$ cat config.mk
export PLATFORM = sky130hd
export DESIGN_NAME = adder_arbiter
export DESIGN_NICKNAME = d
export VERILOG_FILES = /design/src/rtl/adder_arbiter.sv
export SDC_FILE = /design/constraint.sdc
export NUM_CORES = 1
export LEC_CHECK = 0
export ABC_AREA = 1
export CORE_AREA = 8 8 76 78
export DETAILED_ROUTE_END_ITERATION = 10
export DIE_AREA = 0 0 84 86
export DONT_BUFFER_PORTS = 1
export PLACE_DENSITY = 0.66
export SETUP_SLACK_MARGIN = 0.2
export SYNTH_ARGS = -nofsm -noshare
export SYNTH_HDL_FRONTEND = slang
export SYNTH_SLANG_ARGS = --single-unit
$ cat constraint.sdc
create_clock -name clk_i -period 2.1 [get_ports clk_i]
set_clock_uncertainty 0.2 [all_clocks]
set_input_delay 0.315 -clock clk_i [delete_from_list [all_inputs] [get_ports clk_i]]
set_output_delay 0.315 -clock clk_i [all_outputs]
set_load 0.05 [all_outputs]
$ cat src/rtl/adder_arbiter.sv
// Round-robin arbiter/sequencer sharing one pipelined adder among NUM_REQ requesters.
// Define ADDER_ARB_FIXED_PRIO_EN for fixed priority (lowest index wins, no pointer).
module adder_arbiter #(
    parameter int NUM_REQ = 4,
    parameter int DATA_W  = 8,
    parameter int SUM_W   = DATA_W + 1,
    parameter int ADD_LAT = 1
) (
    input  logic                        clk_i,
    input  logic                        rst_i,
    input  logic [NUM_REQ-1:0]          req_valid_i,
    output logic [NUM_REQ-1:0]          req_ready_o,
    input  logic [NUM_REQ*DATA_W-1:0]   req_data_1_i,
    input  logic [NUM_REQ*DATA_W-1:0]   req_data_2_i,
    output logic [NUM_REQ-1:0]          rsp_valid_o,
    output logic [SUM_W-1:0]            rsp_sum_o,
    output logic [DATA_W-1:0]           add_data_1_o,
    output logic [DATA_W-1:0]           add_data_2_o,
    input  logic [SUM_W-1:0]            add_sum_i,
    output logic                        busy_o
);

    localparam int ID_W = $clog2(NUM_REQ);
    localparam logic [NUM_REQ-1:0] ONE_HOT_0 = NUM_REQ'(1);

    // Valid/ready: a request from k is accepted on the edge where
    // req_valid_i[k] & req_ready_o[k]; ready never depends on a response.
    logic            gnt;
    logic [ID_W-1:0] gnt_id;

    logic [DATA_W-1:0] add_data_1_q;
    logic [DATA_W-1:0] add_data_2_q;

    // Tag pipeline: stage ADD_LAT is aligned with add_sum_i.
    logic [ADD_LAT:0] tag_vld_q;
    logic [ID_W-1:0]  tag_id_q [0:ADD_LAT];

`ifndef ADDER_ARB_FIXED_PRIO_EN
    logic [ID_W-1:0] ptr_q;
    logic [ID_W-1:0] ptr_d;
`endif

    always_comb begin
        gnt    = 1'b0;
        gnt_id = '0;
        for (int i = 0; i < NUM_REQ; i++) begin
`ifdef ADDER_ARB_FIXED_PRIO_EN
            if (!gnt && req_valid_i[i]) begin
                gnt    = 1'b1;
                gnt_id = ID_W'(i);
            end
`else
            if (!gnt && req_valid_i[(int'(ptr_q) + i) % NUM_REQ]) begin
                gnt    = 1'b1;
                gnt_id = ID_W'((int'(ptr_q) + i) % NUM_REQ);
            end
`endif
        end
        if (rst_i) begin
            gnt    = 1'b0;
            gnt_id = '0;
        end
    end

    assign req_ready_o = gnt ? (ONE_HOT_0 << gnt_id) : '0;

`ifndef ADDER_ARB_FIXED_PRIO_EN
    always_comb begin
        ptr_d = ptr_q;
        if (gnt) begin
            ptr_d = (gnt_id == ID_W'(NUM_REQ - 1)) ? '0 : gnt_id + ID_W'(1);
        end
    end

    always_ff @(posedge clk_i) begin
        if (rst_i) begin
            ptr_q <= '0;
        end else begin
            ptr_q <= ptr_d;
        end
    end
`endif

    always_ff @(posedge clk_i) begin
        if (rst_i) begin
            add_data_1_q <= '0;
            add_data_2_q <= '0;
            tag_vld_q    <= '0;
            for (int i = 0; i <= ADD_LAT; i++) begin
                tag_id_q[i] <= '0;
            end
        end else begin
            // Operands hold when idle so the adder inputs do not toggle.
            if (gnt) begin
                add_data_1_q <= req_data_1_i[int'(gnt_id)*DATA_W +: DATA_W];
                add_data_2_q <= req_data_2_i[int'(gnt_id)*DATA_W +: DATA_W];
            end
            tag_vld_q   <= {tag_vld_q[ADD_LAT-1:0], gnt};
            tag_id_q[0] <= gnt_id;
            for (int i = 1; i <= ADD_LAT; i++) begin
                tag_id_q[i] <= tag_id_q[i-1];
            end
        end
    end

    assign add_data_1_o = add_data_1_q;
    assign add_data_2_o = add_data_2_q;

    assign rsp_valid_o = tag_vld_q[ADD_LAT] ? (ONE_HOT_0 << tag_id_q[ADD_LAT]) : '0;
    assign rsp_sum_o   = tag_vld_q[ADD_LAT] ? add_sum_i : '0;
    assign busy_o      = |tag_vld_q;

endmodule

==> summary.md, run 1 <==
| Metric | Value |
|---|---|
| Worst setup EP type | output port |
| Critical Path Source Type | flop |
| Initial antenna violation count | 0 |
| Max_cap viols | 0 |
| First-pass GRT wire length | slightly above 10000 um |
| Core ar. | around 4600 um2 |
| Worst hold margin | ~0.13 ns |
| Cell Area, Synth | between 2000 and 2500 um2 |
| Minimum clock period | around 2.6 ns |
| Hold Path Origin | req_data_2_i[3] |
| H-Tree Level Count | 1 |
| Drt total wl | 6783 um |
| Failing checks | setup timing |
| Final HPWL from detailed placement | ~4800 um |
| Final count of hold timing violations | 0 |
| Fillers | around 420 |
| Worst R2R End | add_data_1_o[0] |
| Unique cell type count in the Yosys netlist | 25 |
| Syn avg cell area | a little over 6 um2 |
| Routed wire per std cell | between 10 and 15 um |
| CP Class | reg -> out |
| Diodes inserted | 0 |
| Unrepaired setup endpoints after global routing | true |
| P&R area growth vs syn | 39.24% |
| Share of layout cells above drive strength 1 | 0.3450 |
| Share of the synthesized area in the top cell type | 0.2159 |
| Peak supply drop | 0.6812 mV |
| Die area | 7224 um2 |
| Setup-failing EPs final | 22 |
| Vias | approximately 2300 |
| Status | complete, but fails checks |
| Critical Path Source | ptr_q[0] |
| Max-slew violations | 0 |
| Hold Path Depth | 6 |
| Vias per inst | roughly 5.1 |
| Nets | around 480 |
| CP Max Fanout | 5 |
| Inst Count DP | ~420 |
| Port Buffer Count | 0 |
| Multi-input logic area | roughly 1500 um2 |
| Hold Path End | add_data_2_o[3] |
| Clk slew on worst S/H paths | approximately 0.090 ns |
| Die X-Extent | 84 um |
| Synthesized Nets | 444 |
| Largest net degree at the start of global routing | 33 |
| Max Fclk | 385.0 MHz |
| Total gr overflow | 0 |
| Final worst setup slack | -0.4974 ns |
| RePlAce Congestion | 0.8271 |
| Worst R2R Start | ptr_q[0] |
| Io pins | 113 |
| Worst reg-to-reg setup slack | -0.39 ns |
| Register Area | 489.2 um2 |
| Root Driver | clkbuf_8 |
| Synth area leaders | dfxtp_1 22%, nand2_1 19%, inv_1 12% |
| Final worst path period share | 1.237 |
| Worst hold path type | in -> reg |
| TritonCTS Buffers | 3 |
| Antenna-violating nets left | 0 |
| CTS Sinks | 24 |
| Most common library cell in the layout ignoring fill and taps | nand2_1 |
| Yosys top cell by area | dfxtp_1 |
| Yosys reg bits | 24 |
| Worst-Margin Slew | between 0.5 and 0.6 ns |
| CP required | 1.58 ns |
| Worst slew margin | 0.6244 |
| Vias in the first global route | between 2000 and 2500 |
| Crit path DAT | roughly 2.1 ns |
| Cells after synthesis | between 300 and 400 |
| Lkg Pwr | 1.676 nW |
| Reg2reg path depth | 21 |
| TritonCTS clock tree | done |
| Ys Warns | 0 |
| Row cnt | 25 |
| Max Root-Sink Buffers | 2 |
| 1st-pass router iterations | 4 |
| DR iter-0 viols | 63 |
| GRT Overall Usage | 0.1701 |
| Remaining DRCs | 0 |
| Final Non-Filler Cells | ~450 |
| Die H | 86 um |
| Most frequent cells in the layout | 102 x nand2_1, 64 x inv_1, 39 x nand3_1, 30 x buf_4, 28 x nand3b_1 |
| Clock latency on the worst-skew pair | 0.27 ns |
| Final Util | 0.6740 |
| Pwr/cell area | around 1600 nW/um2 |
| Initial core utilization | 0.4841 |
| Share of the yosys chip area belonging to registers | 0.2159 |
## cells by family (layout without fill, tap and decap cells)
group | Yosys count | in the layout | synth area share
and+or+nand+nor | 235 | 235 | 0.5492
buffers and inverters | 92 | 131 | 0.1939
DFF | 24 | 24 | 0.2159
AOI/OAI and AO/OA | 6 | 6 | 0.01855
adders and majority gates | 4 | 4 | 0.02249
## sequential cells by signal (all words and copies together) (netlist names)
signal        cells
add_data_1_o      8
add_data_2_o      8
tag_id_q          4
ptr_q             2
tag_vld_q         2
## how the worst max path moves through the flow
stage / cells past startpoint / slack (ns) / to
6_report: 13 / -0.50 / req_ready_o[1]
5_1_grt: 14 / -0.62 / req_ready_o[3]
4_1_cts: 13 / -0.48 / req_ready_o[1]
3_5_place_dp: 14 / -0.17 / req_ready_o[3]
3_3_place_gp: 13 / -0.12 / req_ready_o[1]
2_1_floorplan: 14 / -0.27 / req_ready_o[2]
## layout make-up
cell class	instances	share of cell area
timing repair buffer	53	0.2027
sequential	24	0.1579
clock buffer	4	0.02140
inverter	74	0.09689
multi-input combinational	245	0.4994
tap	54	0.02180
## through the flow
stage	worst slack (ns)	instance area, um2	total power, mW	setup TNS, ns
floorplan	-0.2695	2347	3.131	-1.134
global placement	-0.1183	2541	3.610	-0.5983
detailed placement	-0.1690	2541	3.650	-0.9648
CTS	-0.4799	2799	4.315	-2.989
global route	-0.6213	3099	5.158	-11.26
finish	-0.4974	3099	4.814	-7.928
## cell usage after synthesis
cell type    n
buf_4        2
o21ai_0      4
nor3_1       5
nor2_4       2
nand3_2     12
o21ai_4      1
inv_1       71
nor2_1       9
buf_8        1
inv_4        1
nand2_2     10
nand3b_1    28
inv_2        2
clkbuf_1     3
dfxtp_1     24
nand2_4      2
buf_2        4
nand2_8      1
nor2_2       3
ha_1         4
nand2_1    115
nand3_1     47
a21oi_1      1
buf_6        8
nor2_8       1
## timing repair
action / 4_1_cts / 5_1_grt
pin swaps: 15 / 21
buffers inserted: 11 / 9
gates cloned: 0 / 5
resized for setup: 27 / 33
endpoints found under the setup margin: 22 / 29
endpoints found under the hold margin: 3 / 0
hold buffers: 1 / 0
## critical path, stage by stage (launching register included)
cell	delay, ns
dfxtp_4	0.41
buf_12	0.12
nand2_2	0.06
nand2_2	0.08
buf_6	0.11
nor2_4	0.04
nor2_4	0.14
nor2_4	0.07
buf_4	0.14
o21ai_4	0.20
ha_4	0.18
inv_4	0.04
nor2_4	0.09
buf_12	0.14
## metal layers
layer,global-route usage,vias to the layer above,routed length [um]
li1,-,1175,-
met1,0.1944,1039,2856
met2,0.2919,94,3328
met3,0.05498,4,545
met4,0.05495,0,52
met5,0,-,0
## where the power goes
group | internal (mW) | switching, mW | total (mW)
clock network | 0.207 | 0.162 | 0.369
logic | 1.39 | 1.73 | 3.12
registers | 0.656 | 0.670 | 1.33
No activity file was read; power rests on OpenSTA's default activity.
==> run 2: changes to the inputs <==
--- a/config.mk
+++ b/config.mk
@@ -6,9 +6,9 @@
 export NUM_CORES = 1
 export LEC_CHECK = 0
 export ABC_AREA = 1
-export CORE_AREA = 8 8 76 78
+export CORE_AREA = 2 2 70 72
 export DETAILED_ROUTE_END_ITERATION = 10
-export DIE_AREA = 0 0 84 86
+export DIE_AREA = 0 0 72 74
 export DONT_BUFFER_PORTS = 1
 export PLACE_DENSITY = 0.66
 export SETUP_SLACK_MARGIN = 0.2
==> constraint.sdc (replaced) <==
create_clock -name clk_i -period 2.1 [get_ports clk_i]
set_clock_uncertainty 0.2 [all_clocks]
set_input_delay 0.315 -clock clk_i [delete_from_list [all_inputs] [get_ports clk_i]]
set_output_delay 0.315 -clock clk_i [all_outputs]
set_load 0.01 [all_outputs]
==> summary.md, run 2 (synthesis gave the netlist of run 1 again) <==
| Metric | Value |
|---|---|
| Critical Path Source Type | flop |
| Clk pwr share | 0.070 |
| Int Power | 2.343 mW |
| TritonCTS Buffers | 3 |
| Worst hold margin | approximately 0.14 ns |
| Status | complete, but fails checks |
| Vias | about 2400 |
| Drt total wl | 6955 um |
| Final count of hold timing violations | 0 |
| Final worst setup slack | -0.3208 ns |
| Share of layout cells above drive strength 1 | 0.4194 |
| Worst hold path type | in -> reg |
| Sw Share | 0.4865 |
| Fillers | 392 |
| Pwr/cell area | ~1400 nW/um2 |
| P_sw | ~2.2 mW |
| Io pins | between 100 and 150 |
| Core ar. | 4598 um2 |
| Max Root-Sink Buffers | 2 |
| Most frequent CP cell | nor2_4 |
| Peak supply drop | between 0.6 and 0.7 mV |
| Largest net degree at the start of global routing | 50 |
| TritonCTS clock tree | done |
| Worst setup EP type | output port |
| Clock latency on the worst-skew pair | roughly 0.27 ns |
| Reg power frac | 0.195 |
| First-pass GRT wire length | ~10000 um |
| Row cnt | 25 |
| Critical path cell sequence | buf_12 -> nand2_4 -> nand3_4 -> nand2_4 -> nor2_4 -> nand2_2 -> nor2_4 -> nor2_4 -> nor2_8 -> ha_4 -> inv_2 -> nor2_4 |
| Port Buffer Count | 0 |
| P&R area growth vs syn | 47.11% |
| Initial core utilization | 0.4841 |
| Remaining DRCs | 0 |
| Max-slew violations | 0 |
| Total power | approximately 4.6 mW |
| CP required | approximately 1.6 ns |
| Nets | approximately 480 |
| RePlAce Congestion | about 0.8 |
| Clk slew on worst S/H paths | around 0.09 ns |
| Lkg Pwr | about 1.7 nW |
| Diodes inserted | 0 |
| Root Driver | clkbuf_8 |
| H-Tree Level Count | 1 |
| Max Fclk | just over 400 MHz |
| Setup_tns | -4.696 ns |
| Pre-CTS setup slack | -0.09690 ns |
| Unrepaired setup endpoints after global routing | true |
| 1st-pass router iterations | 4 |
| Die H | 74 um |
| CTS Sinks | 24 |
| Vias per inst | 5.344 |
| Antenna-violating nets left | 0 |
| Most common library cell in the layout ignoring fill and taps | nand2_1 |
| Worst slew margin | 0.7564 |
| CP Max Fanout | 6 |
| Total gr overflow | 0 |
| Max_cap viols | 0 |
| Comb power frac | 0.734 |
| Die X-Extent | 72 um |
| Vias in the first global route | approximately 2200 |
| Failing checks | setup timing |
| Final HPWL from detailed placement | 4115 um |
| Most frequent cells in the layout | 77 x nand2_1, 64 x inv_1, 31 x nand3_2, 28 x nand2_4, 28 x nand3b_1 |
| GRT Overall Usage | 0.2501 |
| Final worst path period share | 1.153 |
| DR iter-0 viols | just over 40 |
| CP peak stage delay | 0.40 ns |
| Die area | 5328 um2 |
| Setup-failing EPs final | 21 |
| Slowest CP cell | dfxtp_4 |
| Worst-Margin Slew | around 0.36 ns |
| Routed wire per std cell | ~16 um |
| Minimum clock period | 2.421 ns |
| Initial antenna violation count | 0 |
| Crit path DAT | roughly 1.9 ns |
| CP Class | reg -> out |
[run 2: stage by stage]
step                      area, um2  utilization  instances
after CTS                      3043       0.6618        441
after detailed placement       2436       0.5298        419
after global routing           3274       0.7121        445
after floorplan                2313            -        361
final                          3274       0.7121        445
after global placement         2436       0.5298        419
[run 2: critical path, delay by kind of cell, from the launching register on]
family	cells	cell delay (ns)
AND/OR/NAND/NOR	9	0.90
flip-flops	1	0.40
buffers and inverters	2	0.17
adder cells (fa/ha/maj)	1	0.14
[run 2: area by class of cell]
type / count / area [um2] / area share
clock buffers: 4 / 55.05 / 0.01681
repair buffers: 44 / 580.6 / 0.1773
flip-flops and latches: 24 / 488.0 / 0.1490
inverters: 74 / 297.8 / 0.09094
multi-input cells: 245 / 1785 / 0.5453
well taps: 54 / 67.56 / 0.02063
[run 2: timing repair]
action,CTS,global route
gates cloned,5,2
pin swaps,29,20
hold buffers,1,0
endpoints found under the setup margin,22,24
setup buffers,12,2
gates resized for setup,79,44
endpoints found under the hold margin,3,0
[run 2: worst paths after layout]
| check | start | to | slack, ns | cells after the start |
|---|---|---|---|---|
| min | req_data_2_i[17] | add_data_2_o[1] | 0.14 | 6 |
| max | ptr_q[0] | req_ready_o[3] | -0.32 | 12 |
| max reg2reg | ptr_q[0] | add_data_2_o[5] | -0.26 | 18 |
| min reg2reg | tag_id_q[0][1] | tag_id_q[0][3] | 0.21 | 2 |
[run 2: layer usage]
layer	global-route usage	up-vias	wire length (um)
met4	0.1195	0	265
met1	0.3042	1078	2715
met3	0.03930	24	435
met2	0.4352	117	3539
li1	-	1159	-
met5	0	-	0
[run 2: power groups by stage]
stage | Sequential, mW | Clock [mW] | Combinational (mW)
floorplan | 0.821 | 0 | 1.71
global placement | 0.883 | 0 | 2.08
CTS | 0.887 | 0.323 | 3.01
global route | 0.911 | 0.344 | 3.61
detailed placement | 0.886 | 0 | 2.12
finish | 0.891 | 0.321 | 3.35
